## src/rtl/pulse_train_pkg.sv

```systemverilog
// Shared types and defaults for the pulse train generator.
package pulse_train_pkg;

  localparam int PTG_CW_DEF = 8;

  typedef enum logic [1:0] {
    IDLE = 2'd0,
    HIGH = 2'd1,
    LOW  = 2'd2,
    FIN  = 2'd3
  } ptg_state_t;

endpackage

```

## src/rtl/ptg_down_cnt.sv

```systemverilog
// Loadable CW-bit down-counter with a zero flag; holds at zero instead of wrapping.
module ptg_down_cnt #(
  parameter int CW = 8
) (
  input  logic          clk,
  input  logic          rst_n,
  input  logic          load,
  input  logic [CW-1:0] load_val,
  input  logic          en,
  output logic          zero
);

  logic [CW-1:0] cnt_q;

  always_ff @(posedge clk) begin
    if (!rst_n)                  cnt_q <= '0;
    else if (load)               cnt_q <= load_val;
    else if (en && cnt_q != '0)  cnt_q <= cnt_q - CW'(1);
  end

  assign zero = (cnt_q == '0);

endmodule

```

## src/rtl/pulse_train_gen.sv

```systemverilog
// Generates N high pulses of programmable high/low widths from a single start
// request, with busy/done status and a per-pulse rise strobe.
module pulse_train_gen
  import pulse_train_pkg::*;
#(
  parameter int CW = PTG_CW_DEF
) (
  input  logic          c,
  input  logic          rst_n,
  input  logic          start,
  input  logic          abort,
  input  logic [CW-1:0] n_pulses,
  input  logic [CW-1:0] hi_len,
  input  logic [CW-1:0] lo_len,
  output logic          o,
  output logic          rise,
  output logic          busy,
  output logic          done
);

  ptg_state_t    state_q, state_d;
  logic [CW-1:0] hi_q, lo_q, hi_clamp, lo_clamp;
  logic          o_q, rise_q, busy_q, done_q;
  logic          cfg_ld;
  logic          ph_load, ph_en, ph_zero;
  logic [CW-1:0] ph_val;
  logic          pc_load, pc_en, pc_zero;
  logic [CW-1:0] pc_val;

  // A zero width would otherwise make a phase vanish; treat it as one cycle.
  assign hi_clamp = (hi_len == '0) ? CW'(1) : hi_len;
  assign lo_clamp = (lo_len == '0) ? CW'(1) : lo_len;

  always_comb begin
    state_d = state_q;
    cfg_ld  = 1'b0;
    ph_load = 1'b0;
    ph_val  = '0;
    ph_en   = 1'b0;
    pc_load = 1'b0;
    pc_val  = '0;
    pc_en   = 1'b0;
    case (state_q)
      IDLE: begin
        if (start && !abort) begin
          cfg_ld = 1'b1;
          if (n_pulses != '0) begin
            state_d = HIGH;
            ph_load = 1'b1;
            ph_val  = hi_clamp - CW'(1);
            pc_load = 1'b1;
            pc_val  = n_pulses - CW'(1);
          end else begin
            state_d = FIN;
          end
        end
      end
      HIGH: begin
        if (abort) begin
          state_d = IDLE;
        end else if (ph_zero) begin
          state_d = LOW;
          ph_load = 1'b1;
          ph_val  = lo_q - CW'(1);
        end else begin
          ph_en = 1'b1;
        end
      end
      LOW: begin
        if (abort) begin
          state_d = IDLE;
        end else if (ph_zero) begin
          // The pulse counter holds the number of pulses still to emit.
          if (!pc_zero) begin
            state_d = HIGH;
            ph_load = 1'b1;
            ph_val  = hi_q - CW'(1);
            pc_en   = 1'b1;
          end else begin
            state_d = FIN;
          end
        end else begin
          ph_en = 1'b1;
        end
      end
      FIN:     state_d = IDLE;
      default: state_d = IDLE;
    endcase
  end

  always_ff @(posedge c) begin
    if (!rst_n) begin
      state_q <= IDLE;
      hi_q    <= '0;
      lo_q    <= '0;
      o_q     <= 1'b0;
      rise_q  <= 1'b0;
      busy_q  <= 1'b0;
      done_q  <= 1'b0;
    end else begin
      state_q <= state_d;
      o_q     <= (state_d == HIGH);
      rise_q  <= (state_d == HIGH) && (state_q != HIGH);
      busy_q  <= (state_d == HIGH) || (state_d == LOW);
      done_q  <= (state_d == FIN);
      if (cfg_ld) begin
        hi_q <= hi_clamp;
        lo_q <= lo_clamp;
      end
    end
  end

  ptg_down_cnt #(.CW(CW)) u_phase_cnt (
    .clk(c), .rst_n(rst_n), .load(ph_load), .load_val(ph_val), .en(ph_en), .zero(ph_zero)
  );

  ptg_down_cnt #(.CW(CW)) u_pulse_cnt (
    .clk(c), .rst_n(rst_n), .load(pc_load), .load_val(pc_val), .en(pc_en), .zero(pc_zero)
  );

  assign o    = o_q;
  assign rise = rise_q;
  assign busy = busy_q;
  assign done = done_q;

endmodule

```

## config.mk

```make
export PLATFORM = sky130hd
export DESIGN_NAME = pulse_train_gen
export DESIGN_NICKNAME = d
export VERILOG_FILES = /design/src/rtl/pulse_train_pkg.sv /design/src/rtl/ptg_down_cnt.sv /design/src/rtl/pulse_train_gen.sv
export SDC_FILE = /design/constraint.sdc
export NUM_CORES = 1
export LEC_CHECK = 0
export CAP_MARGIN = 40
export CORE_AREA = 2 2 83 85
export CTS_CLUSTER_DIAMETER = 80
export DETAILED_ROUTE_END_ITERATION = 7
export DIE_AREA = 0 0 85 87
export GPL_TIMING_DRIVEN = 0
export SYNTH_ARGS = -nofsm -noshare
export SYNTH_HDL_FRONTEND = slang
export SYNTH_SLANG_ARGS = --single-unit
```

## constraint.sdc

```tcl
create_clock -name c -period 2.3 [get_ports c]
set_input_delay 0.345 -clock c [delete_from_list [all_inputs] [get_ports c]]
set_output_delay 0.345 -clock c [all_outputs]
set_load 0.01 [all_outputs]
```

### Word level (Yosys, flattened, before mapping)

Cells that the tools add are included.

* add/subtract/negate cells: 6
* equality and inequality tests: 7
* reductions and logical operators: 17
* muxes and demuxes: 40

Operators by type and width (count)
* 8-bit 2-to-1 mux: 16
* 8-bit by 1-bit subtractor with 8-bit output (second input constant): 6
* 8-bit zero test: 4
* 8-bit one-hot mux with 3 select lines: 1
* 8-bit nonzero test: 3
* 1-bit 2-to-1 mux: 14
* 2-bit 2-to-1 mux: 7
* 2-bit == test (second input constant): 4
* 2-bit one-hot mux with 4 select lines: 1
* 2-bit by 1-bit == test with 1-bit output (second input constant): 2
* 1-bit logical AND: 4
* 2-bit nonzero test: 2
* 1-bit one-hot mux with 3 select lines: 1
* 2-bit zero test: 1
* 2-bit by 1-bit inequality test with 1-bit output (second input constant): 1
* 2-bit OR reduction: 1
* 1-bit zero test: 1
* 1-bit logical OR: 1

* input bits: 28
* word-level logic and storage cells: 79
* register bits: 38
* output and inout bits: 4

### Longest topological paths before layout

* word-level depth: 8
* depth in mapped cells: 10
* depth with buffers taken out: 10

### Cells and area by module

From an unflattened synthesis, not the netlist that was laid out.

* cells, all modules: 339
* area, all modules: 2690.1 µm²

Modules (own cells, without submodules)
* pulse_train_gen: times used 1, area an instance 1674.1 µm², cells an instance 223
* ptg_down_cnt: times used 2, area an instance 508.0 µm², cells an instance 58

### Worst setup path before layout

OpenSTA, ideal clock, no wires.

* kind: register to register
* from: register state_q[0]
* to: register rise_q (netlist: rise)
* period minus slack after synthesis: 2.220 ns
* path slack: 0.080 ns
* required time: 2.181 ns
* arrival time: 2.101 ns
* stages on the path, launching flop included: 11
* path through: dfxtp_1 -> inv_1 -> ha_1 -> nand3b_1 -> a31o_2 -> clkbuf_1 -> buf_2 -> o211ai_1 -> ha_1 -> and2_1 -> nor2b_1

* word-level cells in the longest chain between the ends: 5
* elaborated cells on any way between the ends: 13

Ends and longest elaborated chain
* start, declared: line pulse_train_gen.sv:21 `ptg_state_t state_q, state_d;`
* start signal, assigned: line pulse_train_gen.sv:101 `state_q <= state_d;`
* 2-bit 2-to-1 mux (on tied branches): line pulse_train_gen.sv:72, pulse_train_gen.sv:61
* 2-bit 2-to-1 mux (on tied branches): line pulse_train_gen.sv:70, pulse_train_gen.sv:59
* 2-bit one-hot mux with 4 select lines: line pulse_train_gen.sv:43 `case (state_q)`
* 2-bit by 1-bit == test with 1-bit output: line pulse_train_gen.sv:103 `rise_q <= (state_d == HIGH) && (state_q != HIGH);`
* 1-bit logical AND *: line pulse_train_gen.sv:103
* end signal, assigned: line pulse_train_gen.sv:103
* end, declared: line pulse_train_gen.sv:23 `logic o_q, rise_q, busy_q, done_q;`

Mark *: on every way between the ends. The rest lies on a longest branch, timed or not.
A chain may end at the register's enable or synchronous reset.

### Worst setup path in the final report

* from: register u_phase_cnt.cnt_q[1]
* to: register done_q (netlist: done)

* word-level cells in the longest chain between the ends: 5
* elaborated cells on any way between the ends: 7

Ends and longest elaborated chain
* start, declared: line ptg_down_cnt.sv:13 `logic [CW-1:0] cnt_q;`
* start signal, assigned: line ptg_down_cnt.sv:17 `else if (load) cnt_q <= load_val;`
* start signal, assigned: line ptg_down_cnt.sv:18 `else if (en && cnt_q != '0) cnt_q <= cnt_q - CW'(1);`
* 8-bit zero test *: line ptg_down_cnt.sv:21 `assign zero = (cnt_q == '0);`
* 2-bit 2-to-1 mux (on tied branches): line pulse_train_gen.sv:72, pulse_train_gen.sv:61
* 2-bit 2-to-1 mux (on tied branches): line pulse_train_gen.sv:70, pulse_train_gen.sv:59
* 2-bit one-hot mux with 4 select lines *: line pulse_train_gen.sv:43
* via state_d[1]: line pulse_train_gen.sv:21
* 2-bit == test *: line pulse_train_gen.sv:105 `done_q <= (state_d == FIN);`
* end signal, assigned: line pulse_train_gen.sv:105
* end, declared: line pulse_train_gen.sv:23

Mark *: on every way through the listed nets, which the timed path passes. The rest lies on a longest branch.

==> results.md <==
* Arrival time of the worst setup path at roughly 2.4 ns
* Clk buf depth at 2
* Final WL at 6557 µm
* Clk sinks at 38
* Top post-synthesis cells by area: dfxtp_1, ha_1, nand2_1, a21oi_1, xnor2_1
* Clock-pin transition on the worst setup and hold timing paths at ~0.080 ns
* Final Core Density at 0.4870
* Crit. End Element: flop
* DIE HEIGHT at 87 µm
* Area Growth Syn to Fin at 25.53%
* F_max at around 440 MHz
* Initial Utilization at 0.3880
* Post-Synthesis Cell Area at ~2500 µm²
* WP data required at 2.49 ns
* RSZ-0062 raised after global routing: yes
* Num rows at 30
* Die X at roughly 85 µm
* Slew Viols, Final at 0
* Area leader, netlist: dfxtp_1
* Largest net degree at the start of global routing at 12
* Drc violations at 0
* Gr ovfl total at 0
* Number of vias per cell at 5.404
* CTS tree: yes
* Drt pass-1 iters at 4
* Synth warn at 0
* Post-synth top area share at 0.2985
* Cell area after placement at 2959 µm²
* Final min period at 2.251 ns
* H-tree level count at 2
* Clock Latency Late Sink at 0.29 ns
* Placed insts at roughly 420
* IO Pins at 32
* Total die area at 7395 µm²
* First-pass GRT wire length at ~10,000 µm
* Slew HR at 0.5199
* Number of synthesized flops with an enable pin at 0
* Setup Skew at 0.009023 ns
* Avg WL per Cell at 14.97 µm
* Total GRT Usage at 0.1769
* Post-Syn Instances at 313
* Fin. Hold Viols at 0
* Max VDD drop at between 0.4 and 0.5 mV
* Fraction of registers with async set/reset at 0
* N_diodes at 0
* Leakage dissipation at 1.178 nW
* Hold Buf Count CTS at 0
* Worst-margin pin slew at 0.7147 ns
* Outcome: finished clean
* Core area at 6569 µm²
* Critical path fanouts, max at 6
* Power Density at 927.5 nW/µm²
* IO Port Bufs at 31
* Ys flop type: dfxtp_1
* Via count at 2,367
* GPL Wtd Cong at 0.8405
* Root Buffer: clkbuf_8
* Max cap viols at 0
* Initial DRC count at 94
* Final setup violation count at 0
* Initial antenna violation count at 0
* Post-DRT Antenna Nets at 0
* Sequential-to-total area share from yosys stat at 0.2985
* CP Class: flop to flop
* Crit start category: flop
* HP Class: flop to flop
* Final Cell Area at 3199 µm²
* Share of cells above drive strength 1 at 0.1480
* Tcrit/Tclk final at 0.9787
* Post-Syn Nets at 354
* Post-DP HPWL at 4843 µm
* Avg Inst Size Synth at 8.143 µm²
* Finished Layout Cells at ~440
* Inserted Clock Buffers at 5
* Synth unique cells at ~60
* Synthesis-stage register bit count at 38
* Number of global-route vias before repair at 2,121
* Final nets at 399
report_power, final:
| group | internal (mW) | switching [mW] |
|---|---|---|
| Sequential | 0.809 | 0.167 |
| Clock | 0.204 | 0.232 |
| Combinational | 0.736 | 0.820 |
| Total | 1.75 | 1.22 |
placed cells by master, fill, tap and decap left out, types with 4 or more instances in the layout:
cell type	instances
nand2_1	41
dfxtp_1	35
clkdlybuf4s50_1	31
a21oi_1	30
nor2_1	21
nor3_1	18
xnor2_1	17
inv_1	13
xor2_1	12
buf_4	11
ha_1	9
nor4_1	8
o21ai_0	8
a211oi_1	6
clkbuf_8	5
nand3b_1	4
clkbuf_1	4
or3_1	4
what timing repair did:
action,in CTS,in global routing
setup endpoints to repair,12,11
buffers inserted,5,3
gates resized for setup,5,23
pin swaps,4,10
gates cloned,0,0
hold endpoints to repair,0,0
cells by family after synthesis:
group | after synthesis | share of synthesized area
XOR/XNOR | 29 | 0.09965
multiplexers | 1 | 0.003928
AO/OA/AOI/OAI | 80 | 0.2239
buffers and inverters | 27 | 0.04222
AND/OR/NAND/NOR | 125 | 0.2680
adder cells (fa/ha/maj) | 13 | 0.06382
flip-flops | 38 | 0.2985
final timing paths:
path / from / to / slack (ns) / depth (start not counted)
setup reg to reg: u_phase_cnt.cnt_q[1] / done / 0.05 / 11
hold reg to reg: hi_q[7] / hi_q[7] / 0.47 / 2
setup / recovery: u_phase_cnt.cnt_q[1] / done / 0.05 / 11
hold / removal: hi_q[7] / hi_q[7] / 0.47 / 2
layout make-up:
cell class | instances | area (µm²)
clock buffer | 5 | 68.82
inverter | 16 | 60.06
buffer | 10 | 52.55
multi-input combinational | 248 | 1773
clock inverter | 2 | 10.01
timing repair buffer | 39 | 370.4
sequential | 38 | 764.5
tap | 80 | 100.1
fill | 655 | 3369
registers in the layout (all words and copies together) (netlist names), 2 cells and up:
register / flops
state_q: 2
u_phase_cnt.cnt_q: 8
lo_q: 8
u_pulse_cnt.cnt_q: 8
hi_q: 8
per-stage QoR:
step	power, mW	hold WS, ns	TNS [ns]	setup WS [ns]
global placement	2.292	0.4510	-5.960	-0.7023
global route	3.183	0.5088	-0.05300	-0.02663
floorplan	1.945	0.4387	0	0.08012
CTS	2.805	0.4709	0	0.0004543
finish	2.967	0.4708	0	0.04894
detailed placement	2.304	0.4622	-6.228	-0.7145
worst max-delay path, cell delays in order (launching register included):
cell,delay (ns)
dfxtp_2,0.33
inv_2,0.06
ha_4,0.13
nor4b_4,0.47
buf_4,0.23
o211ai_1,0.09
a21oi_1,0.17
o21bai_1,0.10
buf_4,0.15
o211a_1,0.10
ha_2,0.16
and2_4,0.14
Yosys cell counts, drive strengths merged, types with 5 or more instances:
library cell and n:
nand2 42, buf 5, clkbuf 6, inv 15, xnor2 17, nor3 18
o21ai 9, nor4 12, nor2 21, ha 13, dfxtp 38, xor2 12
a211oi 8, a21oi 30
metal layers:
metal  part of all wire  GRT usage  vias up  routed length (µm)
met5                  0          0        -                   0
met4             0.0073    0.03752        0                  48
met3              0.048    0.04360        4                 317
met2               0.47     0.2813       42                3102
met1               0.47     0.2439     1100                3089
li1                   -          -     1221                   -
No activity file was read; power rests on OpenSTA's default activity.
